`config.mk`:
```
export PLATFORM = sky130hd
export DESIGN_NAME = csa_hybrid_adder32
export DESIGN_NICKNAME = d
export VERILOG_FILES = /design/src/rtl/csa_hybrid_adder32.sv
export SDC_FILE = /design/constraint.sdc
export NUM_CORES = 1
export LEC_CHECK = 0
export BUFFER_PORTS_ARGS = -buffer_cell sky130_fd_sc_hd__buf_2
export CAP_MARGIN = 20
export CELL_PAD_IN_SITES_DETAIL_PLACEMENT = 1
export CELL_PAD_IN_SITES_GLOBAL_PLACEMENT = 2
export CORE_UTILIZATION = 31
export DETAILED_ROUTE_END_ITERATION = 8
export GPL_TIMING_DRIVEN = 0
export PLACE_DENSITY_LB_ADDON = 0.1
export SYNTH_ARGS = -nofsm -noshare
export SYNTH_HDL_FRONTEND = slang
export SYNTH_SLANG_ARGS = --single-unit
```
`constraint.sdc`:
```
create_clock -name clk -period 1 [get_ports clk]
set_input_delay 0.05 -clock clk [delete_from_list [all_inputs] [get_ports clk]]
set_output_delay 0.05 -clock clk [all_outputs]
set_load 0.01 [all_outputs]
```
`src/rtl/csa_hybrid_adder32.sv`:
```
// Hybrid carry-select adder: duplicated CLA sections, carry-selected, one output register.
// Define CSA_INPUT_REG_EN to also register a, b and cin (latency 2).
module csa_hybrid_adder32 #(
    parameter int N     = 32,
    parameter int BLOCK = 4
) (
    input  logic         clk,
    input  logic         rst_n,
    input  logic         cin,
    input  logic [N-1:0] a,
    input  logic [N-1:0] b,
    output logic [N-1:0] s,
    output logic         cout,
    output logic         prop,
    output logic         gen
);

    localparam int NS = N / BLOCK;

    logic [N-1:0] a_x;
    logic [N-1:0] b_x;
    logic         cin_x;

`ifdef CSA_INPUT_REG_EN
    logic [N-1:0] a_q;
    logic [N-1:0] b_q;
    logic         cin_q;

    always_ff @(posedge clk or negedge rst_n) begin
        if (!rst_n) begin
            a_q   <= '0;
            b_q   <= '0;
            cin_q <= 1'b0;
        end else begin
            a_q   <= a;
            b_q   <= b;
            cin_q <= cin;
        end
    end

    assign a_x   = a_q;
    assign b_x   = b_q;
    assign cin_x = cin_q;
`else
    assign a_x   = a;
    assign b_x   = b;
    assign cin_x = cin;
`endif

    logic [N-1:0]  p;
    logic [N-1:0]  g;
    logic [N-1:0]  sum0;
    logic [N-1:0]  sum1;
    logic [NS-1:0] c0;
    logic [NS-1:0] c1;
    logic [NS-1:0] sp;

    assign p = a_x ^ b_x;
    assign g = a_x & b_x;

    // Each section: prefix G/P over its bits gives carries for cin=0 (gp) and cin=1 (gp|pp)
    for (genvar j = 0; j < NS; j++) begin : g_sec
        logic [BLOCK-1:0] pb;
        logic [BLOCK-1:0] gb;
        logic [BLOCK:0]   gp;
        logic [BLOCK:0]   pp;

        assign pb = p[j*BLOCK +: BLOCK];
        assign gb = g[j*BLOCK +: BLOCK];

        always_comb begin
            gp[0] = 1'b0;
            pp[0] = 1'b1;
            for (int k = 0; k < BLOCK; k++) begin
                gp[k+1] = gb[k] | (pb[k] & gp[k]);
                pp[k+1] = pb[k] & pp[k];
            end
        end

        assign sum0[j*BLOCK +: BLOCK] = pb ^ gp[BLOCK-1:0];
        assign sum1[j*BLOCK +: BLOCK] = pb ^ (gp[BLOCK-1:0] | pp[BLOCK-1:0]);
        assign c0[j] = gp[BLOCK];
        assign c1[j] = gp[BLOCK] | pp[BLOCK];
        assign sp[j] = pp[BLOCK];
    end

    logic [N-1:0] s_d;
    logic         cout_d;
    logic         prop_d;
    logic         gen_d;
    logic         csel;

    always_comb begin
        s_d  = '0;
        csel = cin_x;
        for (int j = 0; j < NS; j++) begin
            s_d[j*BLOCK +: BLOCK] = csel ? sum1[j*BLOCK +: BLOCK]
                                         : sum0[j*BLOCK +: BLOCK];
            csel = csel ? c1[j] : c0[j];
        end
    end

    always_comb begin
        gen_d  = 1'b0;
        prop_d = 1'b1;
        for (int j = 0; j < NS; j++) begin
            gen_d  = c0[j] | (sp[j] & gen_d);
            prop_d = prop_d & sp[j];
        end
        cout_d = gen_d | (prop_d & cin_x);
    end

    logic [N-1:0] s_q;
    logic         cout_q;
    logic         prop_q;
    logic         gen_q;

    always_ff @(posedge clk or negedge rst_n) begin
        if (!rst_n) begin
            s_q    <= '0;
            cout_q <= 1'b0;
            prop_q <= 1'b0;
            gen_q  <= 1'b0;
        end else begin
            s_q    <= s_d;
            cout_q <= cout_d;
            prop_q <= prop_d;
            gen_q  <= gen_d;
        end
    end

    assign s    = s_q;
    assign cout = cout_q;
    assign prop = prop_q;
    assign gen  = gen_q;

endmodule

```
* Word level (Yosys, flattened, before mapping) *
Cells that the tools add are included.

operators by class
  multiplexer cells = 15
  bitwise operators = 128

operators by type and width
  cell                number
  4-bit XOR           16
  1-bit bitwise AND   63
  1-bit OR            39
  32-bit bitwise AND  1
  4-bit 2-to-1 mux    8
  4-bit OR            8
  32-bit XOR          1
  1-bit 2-to-1 mux    7

word-level totals
  register bits = 35
  input port bits = 67
  output and inout bits = 35
  word-level logic and storage cells = 147

* Longest topological paths before layout *
  depth after elaboration = 22
  depth in mapped cells = 8
  depth with buffers taken out = 8

* Worst setup path before layout *
Ideal clock, no wire load.

  path type = input to register
  start = input a[17]
  end = register s_q[27] (netlist: s[27])
  cell stages on the path = 7
  path slack = -0.816 ns
  arrival time = 1.736 ns
  path buffers = 0
  library setup time = 0.080 ns
  required time = 0.920 ns
  cells stage by stage = ha_1 -> a21o_1 -> a31o_4 -> a211o_1 -> a22o_1 -> a311oi_2 -> xnor2_1

between the ends
  word-level cells in the longest chain between the ends = 11
  elaborated cells between the ends (all ways) = 15
  classes of those cells = 3 x mux; 12 x bitwise

ends and longest elaborated chain
  what                             line  text
  from (decl)                      10    input logic [N-1:0] a,
  32-bit XOR                       58    assign p = a_x ^ b_x;
  1-bit bitwise AND                75    gp[k+1] = gb[k] | (pb[k] & gp[k]);
  1-bit OR                         75
  1-bit bitwise AND                75
  1-bit OR                         75
  1-bit bitwise AND                75
  1-bit OR                         75
  1-bit OR                         83    assign c1[j] = gp[BLOCK] | pp[BLOCK];
  1-bit 2-to-1 mux * (2 in a row)  99    csel = csel ? c1[j] : c0[j];
  4-bit 2-to-1 mux *               97    s_d[j*BLOCK +: BLOCK] = csel ? sum1[j*BLOCK +: BLOCK]
  named net s_d[27]                87    logic [N-1:0] s_d;
  to (signal assigned)             120   s_q <= '0;
  to (signal assigned)             125   s_q <= s_d;
  to (decl)                        113   logic [N-1:0] s_q;

Mark *: on every way through the listed nets, which the timed path passes. The rest lies on a longest branch.

* Worst setup path after layout *
  start = input b[17]
  end = register s_q[27] (netlist: s[27])

between the ends
  word-level cells in the longest chain between the ends = 11
  elaborated cells between the ends (all ways) = 15
  classes of those cells = 3 x mux; 12 x bitwise

ends and longest elaborated chain
  what                             line  text
  from (decl)                      11    input logic [N-1:0] b,
  32-bit XOR                       58
  1-bit bitwise AND                75
  1-bit OR                         75
  1-bit bitwise AND                75
  1-bit OR                         75
  1-bit bitwise AND                75
  1-bit OR                         75
  1-bit OR                         83
  1-bit 2-to-1 mux * (2 in a row)  99
  4-bit 2-to-1 mux *               97
  named net s_d[27]                87

Marked as above.

==> out/qor.yml <==
p_total_mw: 5.50
drive_gt1_frac: 0.591
switchingPower_mw: 1.92
peakVddDrop_mv: 0.474
post-route-period-util: 1.58
syn_inst: 280
wirelength_mm: 8.52
synth.distinct_cells: 57
critical_path_buf_inv_count: 1
cts.clk_slew.worst_paths_ps: 80
worstPathRequired_ps: 1190
grt_max_degree: 36
hpwl_mm: 5.97
critPathMaxStageDelay_ps: 350
ant_nets: 0
n_antenna_cell: 0
synth_top_family_by_area: "compound AO/OA/AOI/OAI gates"
die-area_sq_um: 9120
swShare: 0.348
p_clk_frac: 0.202
cts_buffers: 5
clock-root-buffer: "clkbuf_8"
routabilityCongestion: 0.737
final_common_cell: "buf_2"
yosysWarnings: 0
instances_no_fill: 545
synth_seq_cells: 35
io_pins: 102
grt_pass1_wl_mm: 13.1
detail_route.first_pass.iterations: 4
syn-cell-area_sq_um: 2710
path_delay_family: "compound AO/OA/AOI/OAI gates"
grt_use_total: 0.188
slew_headroom: 0.423
synthToLayoutAreaGrowth_pct: 71.7
whs_ps: -133
syn_area_per_cell_sq_um: 9.68
failed_checks: "negative hold slack, negative setup slack"
htree_levels: 2
synth-xor-area-share: 0.0808
numPortBuffers: 101
status: "complete, but fails checks"
yosys.area_share.simple: 0.134
drc: 0
p_leak_nw: 2.12
comb_power_share: 0.478
core-area_sq_um: 8340
synth-edff-count: 0
final_cell_mix: "89 x buf_2, 36 x buf_4, 35 x dfrtp_1"
syn_nets: 387
maxCapViolations: 0
clock-sinks: 35
synthMuxAreaShare: 0.0111
path_cells: "buf_6 -> ha_4 -> a21o_1 -> a31o_4 -> a211o_4 -> a22o_1 -> a311oi_2 -> xnor2_1"
crit_type: "primary input to flop"
worst_path_max_delay_cell: "a211o_4"
hold_viol: 35
route.vias.total: 2729
hold_buffers: 1
regArea_sq_um: 876
initial_core_util: 0.325
cts_tree: "yes"
rsz0062_at_grt: "yes"
cp-start-kind: "primary input"
layout.nets: 547
grt_remaining_overflow: 0
rows: 33
die_w_microns: 95.5
period_needed_ps: 1580
ys.flop_type: "dfrtp_1"
cellPowerDensity_nw_per_um2: 1180
timing.fmax_ghz: 0.633
drv_slew: 0
synthArstFlopShare: 1.00
synth_compound_area_frac: 0.227
grt_pass1_vias: 2767
p_int_mw: 3.58
fp.dieH_microns: 95.5
seq_area_frac_synth: 0.323
routed_via_density: 5.01
antenna_found_initial: 0
synthAdderAreaFrac: 0.185
hold_path_class: "primary input to async pin"
drtIter0Drc: 39
fillers: 920
dp.cells: 486
end_kind: "flop"
setup_slack_ps: -581
multiInputGateArea_sq_um: 2380
clock_path_buffers: 2
pwr-share-seq: 0.321
setup_violations: 31
crit_fanout: 3
worst_ep_arrival_time_ps: 1770
tightest_slew_ps: 866
wire_per_inst_microns: 15.6
## path summary, 6_finish.rpt
check / from / cells past startpoint / slack (ps) / endpoint
min: rst_n / 1 / -130 / s[12]
min in group clk: b[3] / 3 / 90 / s[3]
max in group asynchronous: rst_n / 1 / 590 / s[31]
max: b[17] / 8 / -580 / s[27]
## cells in the mapped netlist, types with 2 or more instances
cell type,number,area [sq um]
o211ai_1,5,37.5
nor2_1,8,30.0
a211oi_1,4,30.0
nand3_1,5,25.0
xor2_1,6,52.6
and3_1,2,12.5
and2_1,4,25.0
a31oi_1,2,12.5
dfrtp_1,35,876
a31o_2,2,17.5
o21bai_1,2,15.0
nand4_1,4,25.0
mux2i_1,3,30.0
nor3_1,3,15.0
xnor2_1,19,166
nand2_1,19,71.3
nor2b_1,2,12.5
or4_1,2,15.0
a21oi_1,18,90.1
inv_1,27,101
nand2b_1,9,56.3
a21boi_0,2,15.0
o21ai_0,15,75.1
or2_2,2,12.5
o21a_1,2,15.0
a22oi_1,2,15.0
a21o_1,7,52.6
ha_1,40,500
## sequential cells by signal, summed over array words and instances (netlist names)
| name | count |
|---|---|
| s | 32 |
| cout | 1 |
| gen | 1 |
| prop | 1 |
## power groups by stage
stage / clock network (mW) / logic [mW] / registers, mW
6_report: 1.11 / 2.63 / 1.76
5_1_grt: 1.21 / 2.87 / 1.80
4_1_cts: 1.16 / 2.42 / 1.77
3_5_place_dp: 0 / 2.01 / 1.79
3_3_place_gp: 0 / 1.97 / 1.79
2_1_floorplan: 0 / 1.10 / 1.96
## kinds of logic after synthesis
group	Yosys count
XOR/XNOR	25
AND/OR/NAND/NOR	68
adder cells (fa/ha/maj)	40
buffers and inverters	28
multiplexers	3
AO/OA/AOI/OAI	81
flip-flops	35
## metal layers
metal / global-route usage / share of wire / vias to the layer above
met2: 0.344 / 0.52 / 70
met5: 0 / 0 / -
li1: - / - / 1327
met3: 0.0359 / 0.050 / 6
met1: 0.225 / 0.42 / 1326
met4: 0.0460 / 0.0094 / 0
## stage by stage
step	utilization	TNS [ps]	setup slack (ps)	cell area, sq um
after floorplan	-	-14550	-723	3040
after global placement	0.441	-25980	-1100	3680
after detailed placement	0.441	-26730	-1140	3680
after CTS	0.527	-12420	-607	4390
after global routing	0.558	-16610	-684	4650
final	0.558	-13700	-581	4650
## cell type report
class                           instances  area share
Tap cell                              105      0.0282
Timing Repair Buffer                  154       0.229
Multi-Input combinational cell        217       0.511
Clock inverter                          1     0.00108
Inverter                               27      0.0239
Sequential cell                        35       0.188
Clock buffer                            6      0.0177
## timing repair
item / in CTS / in global routing
endpoints found under the setup margin: 31 / 32
pin swaps: 29 / 34
buffers inserted: 33 / 22
cloned: 0 / 0
endpoints found under the hold margin: 36 / 35
resized for setup: 62 / 30
(Power assumes the default switching activity.)
